File: src/rtl/utils_pkg.sv
// Shared load/store types: LSU width codes, load descriptor, writeback bundle.
// Imported by the writeback load queue and its descriptor FIFO.
package utils_pkg;

    localparam int MAX_XLEN = 64;

    typedef enum logic [2:0] {
        LSU_B  = 3'b000,
        LSU_H  = 3'b001,
        LSU_W  = 3'b010,
        LSU_D  = 3'b011,
        LSU_BU = 3'b100,
        LSU_HU = 3'b101,
        LSU_WU = 3'b110
    } lsu_width_e;

    typedef struct packed {
        logic [4:0] rd;
        lsu_width_e width;
        logic [2:0] lsb;
    } ld_desc_t;

    typedef struct packed {
        logic                we;
        logic [4:0]          rd_addr;
        logic [MAX_XLEN-1:0] data;
    } s_wb_t;

endpackage

File: src/rtl/wb_load_queue_if.sv
// Load issue / load return handshake bundle between LSU bus side and queue.
// master drives requests and returns, slave is the load queue.
interface wb_load_queue_if #(
    parameter int XLEN = 32
);
    localparam int LSBW = $clog2(XLEN / 8);

    logic            ld_req_valid_i;
    logic            ld_req_ready_o;
    logic [4:0]      ld_rd_addr_i;
    logic [2:0]      ld_width_i;
    logic [LSBW-1:0] ld_addr_lsb_i;
    logic            ld_rvalid_i;
    logic            ld_rready_o;
    logic [XLEN-1:0] ld_rdata_i;
    logic            ld_rerr_i;

    modport master (
        output ld_req_valid_i, ld_rd_addr_i,
        output ld_width_i, ld_addr_lsb_i,
        output ld_rvalid_i, ld_rdata_i, ld_rerr_i,
        input  ld_req_ready_o, ld_rready_o
    );

    modport slave (
        input  ld_req_valid_i, ld_rd_addr_i,
        input  ld_width_i, ld_addr_lsb_i,
        input  ld_rvalid_i, ld_rdata_i, ld_rerr_i,
        output ld_req_ready_o, ld_rready_o
    );

endinterface

File: src/rtl/lsu_desc_fifo.sv
// In-order descriptor FIFO for outstanding loads.
// Exposes per-entry valid and rd so the owner can build a pending mask.
module lsu_desc_fifo
    import utils_pkg::*;
#(
    parameter int  DEPTH = 4,
    parameter type T     = ld_desc_t,
    localparam int AW    = $clog2(DEPTH)
) (
    input  logic          clk,
    input  logic          rst,
    input  logic          push_i,
    input  T              din_i,
    input  logic          pop_i,
    output T              head_o,
    output logic [AW:0]   count_o,
    output logic          full_o,
    output logic          empty_o,
    output logic [DEPTH-1:0] vld_o,
    output logic [4:0]    rd_o [DEPTH]
);

    T               mem [DEPTH];
    logic [AW-1:0]  wr_ptr;
    logic [AW-1:0]  rd_ptr;
    logic [AW:0]    count;
    logic [DEPTH-1:0] vld;
    logic           push;
    logic           pop;

    assign full_o  = (count == (AW+1)'(DEPTH));
    assign empty_o = (count == '0);
    assign push    = push_i && !full_o;
    assign pop     = pop_i && !empty_o;
    assign head_o  = mem[rd_ptr];
    assign count_o = count;
    assign vld_o   = vld;

    for (genvar i = 0; i < DEPTH; i++) begin : g_rd
        assign rd_o[i] = mem[i].rd;
    end

    always_ff @(posedge clk) begin
        if (push) begin
            mem[wr_ptr] <= din_i;
        end
    end

    // Power-of-two depth lets the pointers wrap by plain overflow.
    always_ff @(posedge clk) begin
        if (rst) begin
            wr_ptr <= '0;
            rd_ptr <= '0;
            count  <= '0;
            vld    <= '0;
        end else begin
            if (push) begin
                vld[wr_ptr] <= 1'b1;
                wr_ptr      <= wr_ptr + 1'b1;
            end
            if (pop) begin
                vld[rd_ptr] <= 1'b0;
                rd_ptr      <= rd_ptr + 1'b1;
            end
            case ({push, pop})
                2'b10:   count <= count + 1'b1;
                2'b01:   count <= count - 1'b1;
                default: count <= count;
            endcase
        end
    end

endmodule

File: src/rtl/wb_load_queue.sv
// Writeback load queue: tracks outstanding loads, formats returned data and
// arbitrates the single register-file write port between loads and the ALU.
module wb_load_queue
    import utils_pkg::*;
#(
    parameter int  XLEN     = 32,
    parameter int  OT_DEPTH = 4,
    localparam int CW       = $clog2(OT_DEPTH) + 1
) (
    input  logic            clk,
    input  logic            rst,
    input  logic            ex_valid_i,
    input  logic            ex_we_rd_i,
    input  logic [4:0]      ex_rd_addr_i,
    input  logic [XLEN-1:0] ex_result_i,
    wb_load_queue_if.slave  ld_bus,
    output logic            wb_we_o,
    output logic [4:0]      wb_rd_addr_o,
    output logic [XLEN-1:0] wb_rd_data_o,
    output logic            ex_stall_o,
    output logic [31:0]     pend_rd_mask_o,
    output logic [CW-1:0]   ld_pending_o,
    output logic            ld_err_o,
    output logic [4:0]      ld_err_rd_o
);

    ld_desc_t              din;
    ld_desc_t              head;
    logic                  full;
    logic                  empty;
    logic                  push;
    logic                  pop;
    logic [OT_DEPTH-1:0]   vld;
    logic [4:0]            rd_v [OT_DEPTH];
    logic [XLEN-1:0]       ld_data;
    s_wb_t                 wb;

    function automatic logic [XLEN-1:0] fmt_load(
        input logic [XLEN-1:0] d,
        input lsu_width_e      w,
        input logic [2:0]      lsb
    );
        logic [XLEN-1:0] s;
        logic [63:0]     t;
        s = d >> {lsb, 3'b000};
        t = 64'(s);
        case (w)
            LSU_B:  t = {{56{s[7]}}, s[7:0]};
            LSU_H:  t = {{48{s[15]}}, s[15:0]};
            LSU_BU: t = {56'd0, s[7:0]};
            LSU_HU: t = {48'd0, s[15:0]};
            LSU_W:  if (XLEN == 64) t = {{32{s[31]}}, s[31:0]};
            LSU_WU: if (XLEN == 64) t = {32'd0, s[31:0]};
            default: t = 64'(s);
        endcase
        return t[XLEN-1:0];
    endfunction

    always_comb begin
        din       = '0;
        din.rd    = ld_bus.ld_rd_addr_i;
        din.width = lsu_width_e'(ld_bus.ld_width_i);
        din.lsb   = 3'(ld_bus.ld_addr_lsb_i);
    end

    assign push = ld_bus.ld_req_valid_i && !full;
    assign pop  = ld_bus.ld_rvalid_i && !empty;

    assign ld_bus.ld_req_ready_o = !full;
    assign ld_bus.ld_rready_o    = !empty;

    lsu_desc_fifo #(
        .DEPTH (OT_DEPTH),
        .T     (ld_desc_t)
    ) u_fifo (
        .clk     (clk),
        .rst     (rst),
        .push_i  (push),
        .din_i   (din),
        .pop_i   (pop),
        .head_o  (head),
        .count_o (ld_pending_o),
        .full_o  (full),
        .empty_o (empty),
        .vld_o   (vld),
        .rd_o    (rd_v)
    );

    assign ld_data = fmt_load(ld_bus.ld_rdata_i, head.width, head.lsb);

    // A good load return owns the port; the ALU is held off for a cycle.
    always_comb begin
        wb         = '0;
        ex_stall_o = 1'b0;
        if (pop && !ld_bus.ld_rerr_i) begin
            wb.we      = (head.rd != 5'd0);
            wb.rd_addr = head.rd;
            wb.data    = MAX_XLEN'(ld_data);
            ex_stall_o = ex_valid_i && ex_we_rd_i;
        end else begin
            wb.we      = ex_valid_i && ex_we_rd_i
                         && (ex_rd_addr_i != 5'd0);
            wb.rd_addr = ex_rd_addr_i;
            wb.data    = MAX_XLEN'(ex_result_i);
        end
    end

    assign wb_we_o      = wb.we;
    assign wb_rd_addr_o = wb.rd_addr;
    assign wb_rd_data_o = wb.data[XLEN-1:0];

    always_comb begin
        pend_rd_mask_o = '0;
        for (int i = 0; i < OT_DEPTH; i++) begin
            if (vld[i]) pend_rd_mask_o[rd_v[i]] = 1'b1;
        end
        pend_rd_mask_o[0] = 1'b0;
    end

    always_ff @(posedge clk) begin
        if (rst) begin
            ld_err_o    <= 1'b0;
            ld_err_rd_o <= 5'd0;
        end else begin
            ld_err_o <= pop && ld_bus.ld_rerr_i;
            if (pop && ld_bus.ld_rerr_i) begin
                ld_err_rd_o <= head.rd;
            end
        end
    end

endmodule

File: src/flat_wrapper.sv
// flat-port wrapper written by rule: the top's interface ports become plain ports
module wb_load_queue_flat import utils_pkg::*;
#(
    parameter int  XLEN     = 32,
    parameter int  OT_DEPTH = 4,
    localparam int CW       = $clog2(OT_DEPTH) + 1
)
  (clk, rst, ex_valid_i, ex_we_rd_i, ex_rd_addr_i, ex_result_i, wb_we_o, wb_rd_addr_o, wb_rd_data_o, ex_stall_o, pend_rd_mask_o, ld_pending_o, ld_err_o, ld_err_rd_o, ld_bus_ld_req_valid_i, ld_bus_ld_rd_addr_i, ld_bus_ld_width_i, ld_bus_ld_addr_lsb_i, ld_bus_ld_rvalid_i, ld_bus_ld_rdata_i, ld_bus_ld_rerr_i, ld_bus_ld_req_ready_o, ld_bus_ld_rready_o);
  wb_load_queue_if #(.XLEN(XLEN)) ld_bus_i ();
  input  logic clk;
  input  logic rst;
  input  logic ex_valid_i;
  input  logic ex_we_rd_i;
  input  logic [4:0] ex_rd_addr_i;
  input  logic [XLEN-1:0] ex_result_i;
  output logic wb_we_o;
  output logic [4:0] wb_rd_addr_o;
  output logic [XLEN-1:0] wb_rd_data_o;
  output logic ex_stall_o;
  output logic [31:0] pend_rd_mask_o;
  output logic [CW-1:0] ld_pending_o;
  output logic ld_err_o;
  output logic [4:0] ld_err_rd_o;
  input wire logic [$bits(ld_bus_i.ld_req_valid_i)-1:0] ld_bus_ld_req_valid_i;
  input wire logic [$bits(ld_bus_i.ld_rd_addr_i)-1:0] ld_bus_ld_rd_addr_i;
  input wire logic [$bits(ld_bus_i.ld_width_i)-1:0] ld_bus_ld_width_i;
  input wire logic [$bits(ld_bus_i.ld_addr_lsb_i)-1:0] ld_bus_ld_addr_lsb_i;
  input wire logic [$bits(ld_bus_i.ld_rvalid_i)-1:0] ld_bus_ld_rvalid_i;
  input wire logic [$bits(ld_bus_i.ld_rdata_i)-1:0] ld_bus_ld_rdata_i;
  input wire logic [$bits(ld_bus_i.ld_rerr_i)-1:0] ld_bus_ld_rerr_i;
  output wire logic [$bits(ld_bus_i.ld_req_ready_o)-1:0] ld_bus_ld_req_ready_o;
  output wire logic [$bits(ld_bus_i.ld_rready_o)-1:0] ld_bus_ld_rready_o;
  assign ld_bus_i.ld_req_valid_i = ld_bus_ld_req_valid_i;
  assign ld_bus_i.ld_rd_addr_i = ld_bus_ld_rd_addr_i;
  assign ld_bus_i.ld_width_i = ld_bus_ld_width_i;
  assign ld_bus_i.ld_addr_lsb_i = ld_bus_ld_addr_lsb_i;
  assign ld_bus_i.ld_rvalid_i = ld_bus_ld_rvalid_i;
  assign ld_bus_i.ld_rdata_i = ld_bus_ld_rdata_i;
  assign ld_bus_i.ld_rerr_i = ld_bus_ld_rerr_i;
  assign ld_bus_ld_req_ready_o = ld_bus_i.ld_req_ready_o;
  assign ld_bus_ld_rready_o = ld_bus_i.ld_rready_o;
  wb_load_queue #(.XLEN(XLEN), .OT_DEPTH(OT_DEPTH)) u_core (.clk(clk), .rst(rst), .ex_valid_i(ex_valid_i), .ex_we_rd_i(ex_we_rd_i), .ex_rd_addr_i(ex_rd_addr_i), .ex_result_i(ex_result_i), .ld_bus(ld_bus_i), .wb_we_o(wb_we_o), .wb_rd_addr_o(wb_rd_addr_o), .wb_rd_data_o(wb_rd_data_o), .ex_stall_o(ex_stall_o), .pend_rd_mask_o(pend_rd_mask_o), .ld_pending_o(ld_pending_o), .ld_err_o(ld_err_o), .ld_err_rd_o(ld_err_rd_o));
endmodule
File: config.mk
export PLATFORM = sky130hd
export DESIGN_NAME = wb_load_queue_flat
export DESIGN_NICKNAME = d
export VERILOG_FILES = /design/src/rtl/utils_pkg.sv /design/src/rtl/wb_load_queue_if.sv /design/src/rtl/lsu_desc_fifo.sv /design/src/rtl/wb_load_queue.sv /design/src/flat_wrapper.sv
export SDC_FILE = /design/constraint.sdc
export NUM_CORES = 1
export LEC_CHECK = 0
export ABC_AREA = 0
export CORE_UTILIZATION = 42
export DETAILED_ROUTE_END_ITERATION = 10
export GPL_TIMING_DRIVEN = 0
export PLACE_DENSITY = 0.81
export SETUP_SLACK_MARGIN = 0.1
export SYNTH_ARGS = -nofsm -noshare
export SYNTH_HDL_FRONTEND = slang
export SYNTH_HIERARCHICAL = 1
export SYNTH_SLANG_ARGS = --single-unit
File: constraint.sdc
create_clock -name clk -period 2.85 [get_ports clk]
set_input_delay 0.4275 -clock clk [delete_from_list [all_inputs] [get_ports clk]]
set_output_delay 0.4275 -clock clk [all_outputs]
set_load 0.01 [all_outputs]
# Word level (Yosys, flattened, before mapping)

Memories as Yosys holds them, arrays and structs flattened. A register that Yosys moved wholly into a read port is not among the register bits.
Index checks and enable logic that the tools add are counted.
W data, S select, Z words.

Register bits: 17
Bits in writable memories: 40
Input bits: 86
Output and inout port bits: 82
Word-level logic and storage cells: 85
Memories kept: 1

Add/sub/neg operators: 4
$lt $le $gt $ge: 12
Equality and inequality tests: 6
Shift operators: 1
Multiplexer cells: 27
Bitwise operators: 6
Reductions and logical operators: 22

Memory list:

| memory            | depth | width | rd ports | clocked after Yosys merged registers in | wr ports | line                | RTL |
|---|---|---|---|---|---|---|---|
| u_core.u_fifo.mem | 4     | 10    | 5        | 1                                       | 1        | lsu_desc_fifo.sv:23 | `T mem [DEPTH];` |

Operators by type and width:

| operator              | count |
|---|---|
| $mux W32              | 4 |
| $pmux W32 S4          | 1 |
| $or A32 B32 Y32       | 3 |
| $mux W70              | 1 |
| $shr A32 B6 Y32       | 1 |
| $lt A5 B6 Y1 const B  | 4 |
| $demux W1 S5          | 4 |
| $ge A5 B1 Y1 const B  | 4 |
| $logic_and A1 B1 Y1   | 14 |
| $mux W4               | 3 |
| $reduce_bool A5 Y1    | 2 |
| $eq A3 B3 Y1 const B  | 3 |
| $mux W1               | 9 |
| $logic_not A3 Y1      | 2 |
| $lt A2 B3 Y1 const B  | 2 |
| $pmux W3 S2           | 1 |
| $add A2 B1 Y2 const B | 2 |
| $and A4 B4 Y4         | 1 |
| $demux W1 S2          | 2 |
| $ge A2 B1 Y1 const B  | 2 |
| $mux W2               | 2 |
| $not A4 Y4            | 1 |
| $or A4 B4 Y4          | 1 |
| $add A3 B1 Y3 const B | 1 |
| other kinds (6)       | 8 |

# Logic depth before layout (Yosys ltp)

Gate-level depths: netlist (run 1).
An unclocked memory read counts as a cell.

Word-level depth: 12
Gate-level depth with buffers: 11
Gate-level depth less buffers: 11

# Hierarchy

The synthesis (run 1) kept the hierarchy.

By module, submodules not included:

| module        | times used | cells each | area an instance (um2) |
|---|---|---|---|
| wb_load_queue | 1          | 371        | 2,412.3 |
| lsu_desc_fifo | 1          | 146        | 2,398.6 |

# Worst setup path after synthesis (run 1)

No wires, ideal clock.

Path kind: register -> output
Start point: register (tool-made name)
End point: output port wb_rd_data_o[24]
Data arrival time: 2,372 ps
Required time: 2,423 ps
Slack: 51 ps
Stages on the path, launching flop included: 9
Path through: dfxtp_1 buf_2 mux4_2 buf_6 mux2_4 a22o_1 a22oi_4 buf_6 o22ai_1

RTL lines:

| element       | line               | RTL |
|---|---|---|
| end, declared | flat_wrapper.sv:18 | `output logic [XLEN-1:0] wb_rd_data_o;` |

==> results of run 1 <==
==> per-stage QoR <==
step	setup slack (ps)	utilization, %
5_1_grt	-390	67.4
4_1_cts	-351	64.9
2_1_floorplan	143	-
6_report	-373	67.4
3_3_place_gp	-865	60.6
3_5_place_dp	-896	60.6
==> worst max-delay path, delay by kind of cell, from the launching register on <==
family | cells | cell delay (ps)
AO/OA/AOI/OAI | 3 | 560
flip-flops | 1 | 350
multiplexers | 2 | 790
buffers and inverters | 6 | 760
==> power by group <==
part           internal (mW)  switching, mW  total [mW]
Combinational           1.22           1.32        2.54
Clock                  0.569          0.359       0.927
Sequential              1.12          0.103        1.22
==> registers in the layout, summed over array words and instances, names as in the netlist, named ones only <==
register               count
u_core/ld_err_o            1
u_core/ld_err_rd_o         5
u_core/u_fifo/count_o      3
u_core/u_fifo/mem         44
u_core/u_fifo/rd_ptr       2
u_core/u_fifo/vld_o        4
u_core/u_fifo/wr_ptr       2
==> layer usage <==
metal	part of all wire, %	global-route usage [%]
met1	39	41.9
met2	47	52.7
met3	9.1	4.90
met4	4.1	13.5
met5	0	0
==> cell type report <==
class                   instances  area, um^2  area share, %
flip-flops and latches         63        1710           23.1
well taps                     140         175           2.37
multi-input cells             393        3020           40.8
repair buffers                196        1800           24.3
plain buffers                  46         380           5.14
clock buffers                   9         225           3.04
clock inverters                 7        30.0          0.406
inverters                      15        56.3          0.760
==> what timing repair did <==
item,4_1_cts,5_1_grt
pin swaps,11,9
endpoints found under the setup margin,63,43
hold buffers,0,0
buffers inserted,21,11
cloned,1,0
resized for setup,201,59
==> cell families after synthesis <==
group,Yosys count,synth area share (%)
AO/OA/AOI/OAI,149,21.4
XOR/XNOR,3,0.546
adder cells (fa/ha/maj),10,2.76
buffers and inverters,65,7.54
flip-flops,63,35.4
multiplexers,37,11.0
other,1,0.0779
AND/OR/NAND/NOR,189,21.4
==> cells in the final DEF, fill, tap and decap left out, drive strengths merged, types with 22 or more instances in the layout <==
master,synthesis,final
a22oi,26,26
o21ai,26,26
buf,32,94
nor2,43,43
clkbuf,18,22
edfxtp,44,44
nand2,55,55
clkdlybuf4s50,0,119
a21oi,32,32
==> how the worst max path moves through the flow <==
stage                         start               end  slack [ps]
after floorplan           flip-flop  wb_rd_data_o[24]         140
after global placement    flip-flop  wb_rd_data_o[25]        -860
after detailed placement  flip-flop  wb_rd_data_o[25]        -900
after CTS                 flip-flop  wb_rd_data_o[31]        -350
after global routing      flip-flop  wb_rd_data_o[20]        -390
final                     flip-flop  wb_rd_data_o[12]        -370
==> results by stage, run 1 <==
Synthesis:
- The share of synthesized area occupied by flip-flops and latches is 35.4%.
- The cell type with the highest aggregate area in the netlist is edfxtp_1.
- The post-synth design cell area is 4810 um^2.
- The post-synthesis async set-or-reset flop share is 0%.
- The number of instances in the synthesized netlist is 517.
- After synthesis, the cell types taking the most area are edfxtp_1 27%, dfxtp_1 7.9%, mux4_2 5.1%.
- The synthesized area per cell is 9.31 um^2.
- The number of enable flip-flop cells after synthesis is 44.
- Ranked by instance count, the synthesized netlist is headed by 55 x nand2_1, 44 x edfxtp_1, 43 x nor2_1.
- Among all flip-flop cells after synthesis, the most frequent one is edfxtp_1.
- During synthesis, Yosys emitted a total of 6 warnings.
- The portion of synthesized cell area occupied by the leading cell type is 27.5%.
- Synthesis instantiated 54 different standard cells from the library.
- After synthesis the netlist holds a flip-flop and latch count of 63.
- Yosys instantiated no cell more often than nand2_1.

Global route:
- The combined global-route utilization of all metal layers is 32.1%.
- The maximum number of pins on one net before global-route repair is 13.
- The first global-routing pass estimated 28200 um of wire.
- The initial antenna violation count was 0.
- The via count of the first global-routing pass was 5073.
- For this run the aggregate overflow at the end of global routing stands at 0.

Critical path:
- STA classifies the critical path startpoint as a flip-flop.
- By startpoint and endpoint, the worst setup path is classified as reg2out.
- The flop-to-flop setup slack is 200 ps.
- The element type at the critical path end is a primary output.
- The depth of the worst register-to-register path is 11.
- The maximum net fanout on the critical path is 5.
- Walking the worst path, the cells encountered are buf_8 > mux4_2 > buf_6 > mux2_4 > a22o_4 > buf_12 > a21oi_4 > buf_6 > buf_6 > a21oi_2 > buf_2.
- The dominant cell type by count on the critical path is buf_6.
- The reg-to-reg critical path endpoint is u_core/u_fifo/count_o[2]$_SDFFE_PP0P_.
- The slowest stage of the critical path is the mux4_2 cell.
- The data required time at the worst endpoint is 2420 ps.
- The data arrival time of the critical path is 2800 ps.
- The startpoint identified for the worst register-to-register timing path is u_core/u_fifo/count_o[2]$_SDFFE_PP0P_.
- The largest single stage delay on the critical path is 500 ps.

Placement:
- The cell total after placement is 826.
- The number of buffers added on ports is 165.
- Routability-driven placement finished with a final weighted congestion of 0.973.
- The placed wire-length estimate is 14000 um.
- The cell area after placement is 6660 um^2.

Drt:
- The first-pass detailed-route iteration total is 8.
- The number of nets with antenna violations after detailed routing is 0.
- After detailed routing, the number of remaining DRC violations is 0.
- After detailed routing, the average wire length per cell comes to 22.7 um.
- The detailed-route via count is 5306.
- The total detailed-routing wirelength is 19700 um.
- The number of violations reported at the end of detailed-routing iteration 0 is 508.
- The number of vias per cell after detailed routing is 6.11.

Final layout:
- The repair_antennas step left the layout with diodes totalling 0.
- The filler-free cell count of the finished design is 869.
- For this run, the post-layout net count is 820.
- The layout overhead on the synthesized area is 53.9%.
- The filler cells instantiated in the layout total 863.
- The layout cell share with drive strength beyond 1 is 28.7%.
- The final design area excluding fillers is 7400 um^2.

Floorplan:
- The core region is 11000 um^2.
- For this design the top-level I/O count stands at 168.
- The total die area is 11900 um^2.
- The floorplan die width is 109 um.
- The height of the die is 109 um.
- The number of standard-cell rows in the floorplan is 38.
- The initial core utilization is 43.8%.

Power:
- The total power consumption of the routed design is 4.69 mW.
- Summed over all cells, the static leakage comes to 2.92 nW.
- The worst-case IR drop observed on VDD is 0.000961 V.
- The total power per unit cell area is 633 nW/um^2.

Clock network:
- The number of sinks on the clock net is 63.
- The H-tree was split into 3 levels.
- The maximum buffer depth of the clock tree is 2.
- The later pin in the worst-skew pair is clocked with a latency of 330 ps.
- The tree is rooted in a clkbuf_16.
- The number of buffers created by CTS is 9.
- TritonCTS built the clock tree.
- The clock-pin slew on the worst setup and hold paths is 50 ps.

STA:
- For the final database, setup skew stands at 6.54 ps.
- For the pin with the worst max-slew slack, the measured transition is 557 ps.
- The maximum frequency from static timing analysis is 310 MHz.
- The setup violation total in the final timing report is 30.
- The portion of the clock cycle consumed by the worst path in the final layout is 113%.
- The final critical-path required period is 3220 ps.
- The post-route worst setup slack is -373 ps.
- The hold violation total from the final report is 0.
- Setup repair after global routing could not meet its margin everywhere.
- The worst hold margin is 481 ps.
- The post-route setup TNS is -7500 ps.
- In this run the tightest slew margin relative to its limit is 62.9%.
- The number of max-slew violations in the final report is 0.

Min path:
- The worst hold path endpoint is u_core/ld_err_rd_o[4]$_SDFFE_PP0P_.
- The worst hold path passes through 2 cells.
- The path class of the lowest-slack min-delay path is reg2reg.
- The startpoint of the worst hold path is u_core/ld_err_rd_o[4]$_SDFFE_PP0P_.

Flow run:
- The max-cap check violation count is 0.

Run status:
- The checks that failed: negative setup slack.
- The flow ran to the end, but the final reports show violations.
(Power assumes the default switching activity.)
==> run 2: changes to the inputs <==
--- a/config.mk
+++ b/config.mk
@@ -10,7 +10,7 @@
 export DETAILED_ROUTE_END_ITERATION = 10
 export GPL_TIMING_DRIVEN = 0
 export PLACE_DENSITY = 0.81
-export SETUP_SLACK_MARGIN = 0.1
+export SETUP_SLACK_MARGIN = 0.05
 export SYNTH_ARGS = -nofsm -noshare
 export SYNTH_HDL_FRONTEND = slang
 export SYNTH_HIERARCHICAL = 1
==> results by stage, run 2 (synthesis gave the netlist of run 1 again) <==
Power:
- The worst voltage drop across the vdd grid was 0.000701 V (-27%).
- The total power per unit cell area was 649 nW/um^2 (+2.5%).
- The total power consumption of the routed design is 4.82 mW (+2.8%).
- The static leakage came to 2.85 nW (-2.5%).

Critical path:
- The data required time at the worst endpoint came to 2420 ps (about the same).
- STA classifies the critical path startpoint as a flip-flop.
- The number of buffers and inverters on the critical path is 6 (unchanged).
- The data arrival time of the critical path is 2760 ps (-40 ps).
- The maximum cell stage delay along the critical path is 500 ps (about the same).
- The reg-to-reg critical path endpoint is u_core/u_fifo/count_o[2]$_SDFFE_PP0P_.
- For this design, the slowest cell found on the critical path is mux4_2.
- The critical path goes through buf_12 > mux4_2 > buf_6 > mux2_4 > a22o_4 > buf_4 > a21oi_4 > buf_12 > buf_4 > a21oi_1 > buf_2.
- The flop-to-flop setup slack is 140 ps (-60 ps).
- The worst register-to-register path begins at u_core/u_fifo/count_o[2]$_SDFFE_PP0P_.
- The element type at the critical path end is a primary output.
- The depth of the worst register-to-register path is 11 (unchanged).
- Among cell families on the critical path, the largest total delay comes from buffers and inverters.
- The maximum net fanout on the critical path is 8 (+3).
- The category of the most critical setup path is reg2out.

Drt:
- The average detailed-routed wire length per instance is 22.1 um (-2.4%).
- The total detailed-routing wirelength was 19300 um (-2.0%).
- The number of nets with antenna violations after detailed routing came to 0 (unchanged).
- The number of violations reported at the end of detailed-routing iteration 0 was 555 (+9.3%).
- The number of vias per cell after detailed routing was 6.05 (-0.83%).
- The first-pass detailed-route iteration total is 6 (-2).
- The detailed-route via count is 5286 (-0.38%).
- The number of remaining DRC errors came to 0 (unchanged).

Floorplan:
- The initial core utilization is 43.8% (unchanged).
- The core area is 11000 um^2 (unchanged).
- The height of the die is 109 um (unchanged).
- The I/O pin count is 168 (unchanged).
- The number of standard-cell rows in the floorplan came to 38 (unchanged).
- The total die area came to 11900 um^2 (unchanged).
- The floorplan die width is 109 um (unchanged).

STA:
- The portion of the clock cycle consumed by the worst path in the final layout was 112% (-1.4 points).
- The final critical-path required period came to 3180 ps (-40.4 ps).
- Setup repair after global routing could not meet its margin everywhere.
- The setup violation total in the final timing report is 33 (+10%).
- The number of max-slew violations in the final report was 0 (unchanged).
- The transition time at the pin with the least slew margin is 553 ps (-3.33 ps).
- The worst-case headroom to the max-slew limit is 62.9% (about the same).
- The post-route worst setup slack is -333 ps (+40.4 ps).
- The hold violation total from the final report is 0 (unchanged).
- The maximum frequency from static timing analysis was 314 MHz (+1.3%).
- The setup clock skew after layout is 6.30 ps (-0.240 ps).

Min path:
- The worst hold path endpoint is u_core/ld_err_rd_o[3]$_SDFFE_PP0P_.
- The instance count along the most critical hold path is 2 (unchanged).
- The worst hold path belongs to the class reg2reg.
- In this run the most critical hold path is launched from u_core/ld_err_rd_o[3]$_SDFFE_PP0P_.

Clock network:
- The source-to-sink clock delay at the later pin of the worst-skew pair is 330 ps (about the same).
- The number of levels the H-tree was split into is 3 (unchanged).
- The number of buffers created by CTS is 9 (unchanged).
- The number of sinks on the clock net is 63 (unchanged).
- The number of hold-repair buffers added at the cts stage is 0 (unchanged).
- TritonCTS built the clock tree.
- The maximum buffer depth of the clock tree is 2 (unchanged).
- The root cell of the clock tree is clkbuf_16.
- The clock-pin slew on the worst setup and hold paths is 50 ps (about the same).

Final layout:
- Relative to the synthesized area, the layout overhead comes to 54.5%.
- The layout cell share with drive strength beyond 1 was 28.4% (-0.29 points).
- The flip-flop count of the largest register, all copies and words added is 44 (unchanged).
- The net total in the final layout is 824 (+0.49%).
- The register bank with the most flops is u_core/u_fifo/mem.
- The library cells used most frequently in the layout, excluding fill and tap cells, are 126 x clkdlybuf4s50_1, 52 x buf_4, 51 x nand2_1.
- The number of fill cells is 830 (-3.8%).
- The number of antenna diodes is 0 (unchanged).
- The filler-free cell count of the finished design is 873 (+0.46%).
- The library cell used most frequently in the layout, excluding fill and tap cells, is clkdlybuf4s50_1.

Placement:
- The number of buffers added on ports came to 165 (unchanged).
- The placed wire-length estimate came to 13800 um (-0.95%).
- The placer congestion estimate is 0.963 (-1.0%).
- The cell total after placement is 826 (unchanged).

Global route:
- The sum of overflow across all layers after global routing is 0 (unchanged).
- The first-pass GRT wire length is 27900 um (-1.2%).
- The initial antenna violation count is 0 (unchanged).
- The combined global-route utilization of all metal layers was 31.6% (-0.46 points).
- The via count of the first global-routing pass is 5055 (-0.35%).
- The maximum number of pins on one net before global-route repair is 13 (unchanged).

Run status:
- The run finished, with violations left.
- The checks that failed: negative setup slack.

Flow run:
- The max-cap check violation count is 0 (unchanged).
-- run 2: repair_timing --
item | CTS | global route
setup buffers | 27 | 11
resized for setup | 210 | 40
endpoints found under the setup margin | 58 | 55
pin swaps | 12 | 9
-- run 2: per-layer routing --
metal	up-vias	part of all wire, %	global-route usage [%]
met3	53	8.1	5.74
met2	280	49	52.8
met1	2568	39	39.7
li1	2385	-	-
met5	-	0	0
met4	0	3.8	14.1
-- run 2: through the flow --
| stage | hold slack, ps | util, % | area, um^2 | worst slack [ps] | setup TNS, ps |
|---|---|---|---|---|---|
| after floorplan | 474 | - | 4830 | 50.9 | 0 |
| after global placement | 448 | 60.6 | 6650 | -860 | -20630 |
| final | 465 | 67.7 | 7430 | -333 | -7500 |
| after CTS | 457 | 66.0 | 7250 | -322 | -6860 |
| after global routing | 508 | 67.7 | 7430 | -362 | -8410 |
| after detailed placement | 450 | 60.6 | 6650 | -948 | -22720 |
-- run 2: how the worst max path moves through the flow --
stage / from / endpoint / slack, ps / cells past startpoint
2_1_floorplan: flip-flop / wb_rd_data_o[24] / 50 / 8
3_3_place_gp: flip-flop / wb_rd_data_o[25] / -860 / 7
3_5_place_dp: flip-flop / wb_rd_data_o[30] / -950 / 7
4_1_cts: flip-flop / wb_rd_data_o[15] / -320 / 11
5_1_grt: flip-flop / wb_rd_data_o[31] / -360 / 10
6_report: flip-flop / wb_rd_data_o[15] / -330 / 11
-- run 2: cell type report --
class / instances / area (um^2) / area share (%)
well taps: 140 / 175 / 2.36
flip-flops and latches: 63 / 1710 / 23.0
clock buffers: 12 / 236 / 3.18
multi-input cells: 393 / 2990 / 40.2
plain buffers: 44 / 380 / 5.12
inverters: 15 / 56.3 / 0.758
clock inverters: 4 / 47.5 / 0.640
repair buffers: 202 / 1840 / 24.7
-- run 2: where the power goes --
part           internal (mW)  leakage [nW]  switching, mW  total, mW
Clock                  0.672         0.137          0.358       1.03
Sequential              1.12         0.560          0.103       1.22
Combinational           1.26          2.15           1.31       2.57
-- run 2: worst register-to-register path, cell delays in order, from the launching register on --
cell and delay, ps:
dfxtp_2 390, or3b_4 440, inv_1 90, nor2b_1 100, and2_4 180, inv_1 70
ha_2 200, inv_1 60, fa_1 380, xor2_1 160, or3_2 420, a21oi_1 150
==> run 3: changes to the inputs <==
==> constraint.sdc (replaced) <==
create_clock -name clk -period 2.85 [get_ports clk]
set_input_delay 0.57 -clock clk [delete_from_list [all_inputs] [get_ports clk]]
set_output_delay 0.57 -clock clk [all_outputs]
set_load 0.01 [all_outputs]
==> results by stage, run 3 (synthesis gave the netlist of run 1 again) <==
Placement:
- The cell total after placement is 826 (unchanged).
- The placer congestion estimate was 1.01 (+4.7%).
- The cell area after placement came to 6660 um^2 (about the same).
- The number of buffers added on ports was 165 (unchanged).
- The placed wire-length estimate was 13600 um (-2.0%).
- The worst setup slack after placement is -919 ps (+28.8 ps).

Final layout:
- The final design area excluding fillers is 7450 um^2 (+0.24%).
- Leaving out fill and tap cells, the most frequent cell in the layout is clkdlybuf4s50_1.
- The layout cell share with drive strength beyond 1 is 28.9% (+0.51 points).
- The flip-flop count of the largest register, all copies and words added is 44 (unchanged).
- The number of fill cells was 832 (+0.24%).
- The net total in the final layout is 825 (+0.12%).
- The top cell types in the final layout, fill and taps aside, are 110 x clkdlybuf4s50_1, 50 x nand2_1, 49 x buf_4.
- The filler-free cell count of the finished design is 874 (+0.11%).
- The number of antenna diodes came to 0 (unchanged).
- The share of the core filled with cells in the final layout is 67.8% (+0.16 points).
- The register with the most flip-flops in the final layout is u_core/u_fifo/mem.
- Compared with the post-synthesis result, the final layout area differs by 54.8%.

Power:
- The total power per unit cell area is 653 nW/um^2 (+0.58%).
- The combinational fraction of design power was 52.1% (-1.3 points).
- The net switching power of the design is 1.76 mW (-0.92%).
- The fraction of power spent switching nets came to 36.2% (-0.64 points).
- The total power consumption of the routed design came to 4.86 mW (+0.82%).
- The sequential group share of total power is 24.8% (-0.5 points).
- The static leakage is 3.02 nW (+5.9%).
- The part of the total power dissipated in the clock network is 23.1% (+1.7 points).
- The cell-internal power is 3.10 mW (+1.8%).
- The worst voltage drop across the vdd grid is 0.000597 V (-15%).

STA:
- The worst-case headroom to the max-slew limit is 60.8% (-2.2 points).
- The post-route setup TNS is -12010 ps (-4500 ps).
- The worst hold margin is 459 ps (-5.43 ps).
- The setup violation total in the final timing report is 33 (unchanged).
- The post-route worst setup slack is -489 ps (-157 ps).
- The maximum frequency from static timing analysis came to 299 MHz (-4.7%).
- The final critical-path required period came to 3340 ps (+157 ps).
- Setup repair after global routing could not meet its margin everywhere.
- The transition time at the pin with the least slew margin was 586 ps (+32.8 ps).
- The setup clock skew after layout is 7.46 ps (+1.16 ps).
- The hold violation total from the final report is 0 (unchanged).
- The portion of the clock cycle consumed by the worst path in the final layout came to 117% (+5.5 points).
- The number of max-slew violations in the final report is 0 (unchanged).

Clock network:
- The clock-pin slew on the worst setup and hold paths is 50 ps (about the same).
- The number of sinks on the clock net is 63 (unchanged).
- The maximum buffer depth of the clock tree was 2 (unchanged).
- The number of hold-repair buffers added at the cts stage is 0 (unchanged).
- The source-to-sink clock delay at the later pin of the worst-skew pair was 320 ps (about the same).
- Clock tree synthesis selected as its root buffer the cell clkbuf_16.
- The clock tree from TritonCTS is yes.
- The number of levels the H-tree was split into is 3 (unchanged).
- The number of buffers created by CTS was 9 (unchanged).

Drt:
- The total detailed-routing wirelength is 18800 um (-2.4%).
- The number of vias per cell after detailed routing is 6.09 (+0.66%).
- The detailed-route via count is 5327 (+0.78%).
- The number of violations reported at the end of detailed-routing iteration 0 is 547 (-1.4%).
- The number of nets with antenna violations after detailed routing is 0 (unchanged).
- The number of remaining DRC errors is 0 (unchanged).
- The average detailed-routed wire length per instance is 21.5 um (-2.6%).
- The first-pass detailed-route iteration total came to 6 (unchanged).

Floorplan:
- The total die area came to 11900 um^2 (unchanged).
- The number of standard-cell rows in the floorplan is 38 (unchanged).
- The core area is 11000 um^2 (unchanged).
- The floorplan die width is 109 um (unchanged).
- The initial core utilization is 43.8% (unchanged).
- The height of the die was 109 um (unchanged).
- The I/O pin count was 168 (unchanged).

Critical path:
- The element type at the critical path end is a primary output.
- The data required time at the worst endpoint came to 2280 ps (-140 ps).
- The flop-to-flop setup slack came to 180 ps (+40 ps).
- The data arrival time of the critical path is 2770 ps (about the same).
- The worst setup path is launched from a flip-flop.
- The category of the most critical setup path is reg2out.
- The maximum net fanout on the critical path is 5 (-3).

Run status:
- The final reports fail on negative setup slack.
- The flow ran to the end, but the final reports show violations.

Global route:
- The combined global-route utilization of all metal layers was 30.7% (-0.94 points).
- The initial antenna violation count is 0 (unchanged).
- The maximum number of pins on one net before global-route repair is 13 (unchanged).
- The sum of overflow across all layers after global routing came to 0 (unchanged).
- The via count of the first global-routing pass is 5140 (+1.7%).
- The first-pass GRT wire length is 27300 um (-2.0%).

Flow run:
- The max-cap check violation count is 0 (unchanged).

Min path:
- The path class of the lowest-slack min-delay path is reg2reg.
[run 3: power by group through the flow]
stage / logic [mW] / clock network (mW) / registers, mW
2_1_floorplan: 1.18 / 0 / 1.20
3_5_place_dp: 2.02 / 0 / 1.21
6_report: 2.53 / 1.12 / 1.20
3_3_place_gp: 1.97 / 0 / 1.20
5_1_grt: 2.67 / 1.18 / 1.22
4_1_cts: 2.28 / 1.14 / 1.20
[run 3: path summary, 6_finish.rpt]
check,from,end,cells past startpoint
worst max-delay path,flip-flop,wb_rd_data_o[25],10
worst min-delay path,u_core/ld_err_rd_o[3]$_SDFFE_PP0P_,u_core/ld_err_rd_o[3]$_SDFFE_PP0P_,2
worst max register to register,u_core/u_fifo/count_o[2]$_SDFFE_PP0P_,u_core/u_fifo/count_o[2]$_SDFFE_PP0P_,11
worst min register to register,u_core/ld_err_rd_o[3]$_SDFFE_PP0P_,u_core/ld_err_rd_o[3]$_SDFFE_PP0P_,2
[run 3: area by class of cell]
type                    count  area, um^2  share of cell area (%)
clock inverters             4        70.1                   0.941
clock buffers              12         236                    3.17
repair buffers            201        1810                    24.4
multi-input cells         393        3000                    40.3
plain buffers              46         388                    5.21
well taps                 140         175                    2.35
flip-flops and latches     63        1710                    22.9
inverters                  15        56.3                   0.756
[run 3: metal layers]
metal | GRT usage [%] | vias to the layer above | routed length, um
met5 | 0 | - | 0
met4 | 8.88 | 0 | 382
met3 | 7.71 | 43 | 2140
met2 | 50.7 | 369 | 9030
met1 | 39.5 | 2535 | 7270
li1 | - | 2380 | -
[run 3: repair_timing]
item,CTS,global route
pin swaps,9,7
setup endpoints to repair,64,45
resized for setup,221,49
hold endpoints to repair,0,0
cloned,0,0
setup buffers,27,10
[run 3: worst max-delay path, cell delays in order (launching register included)]
cell	delay (ps)
dfxtp_4	360
buf_12	100
mux4_2	500
buf_6	150
mux2_4	300
a22o_4	300
a22oi_4	230
buf_6	150
buf_6	110
o22ai_1	80
buf_2	160
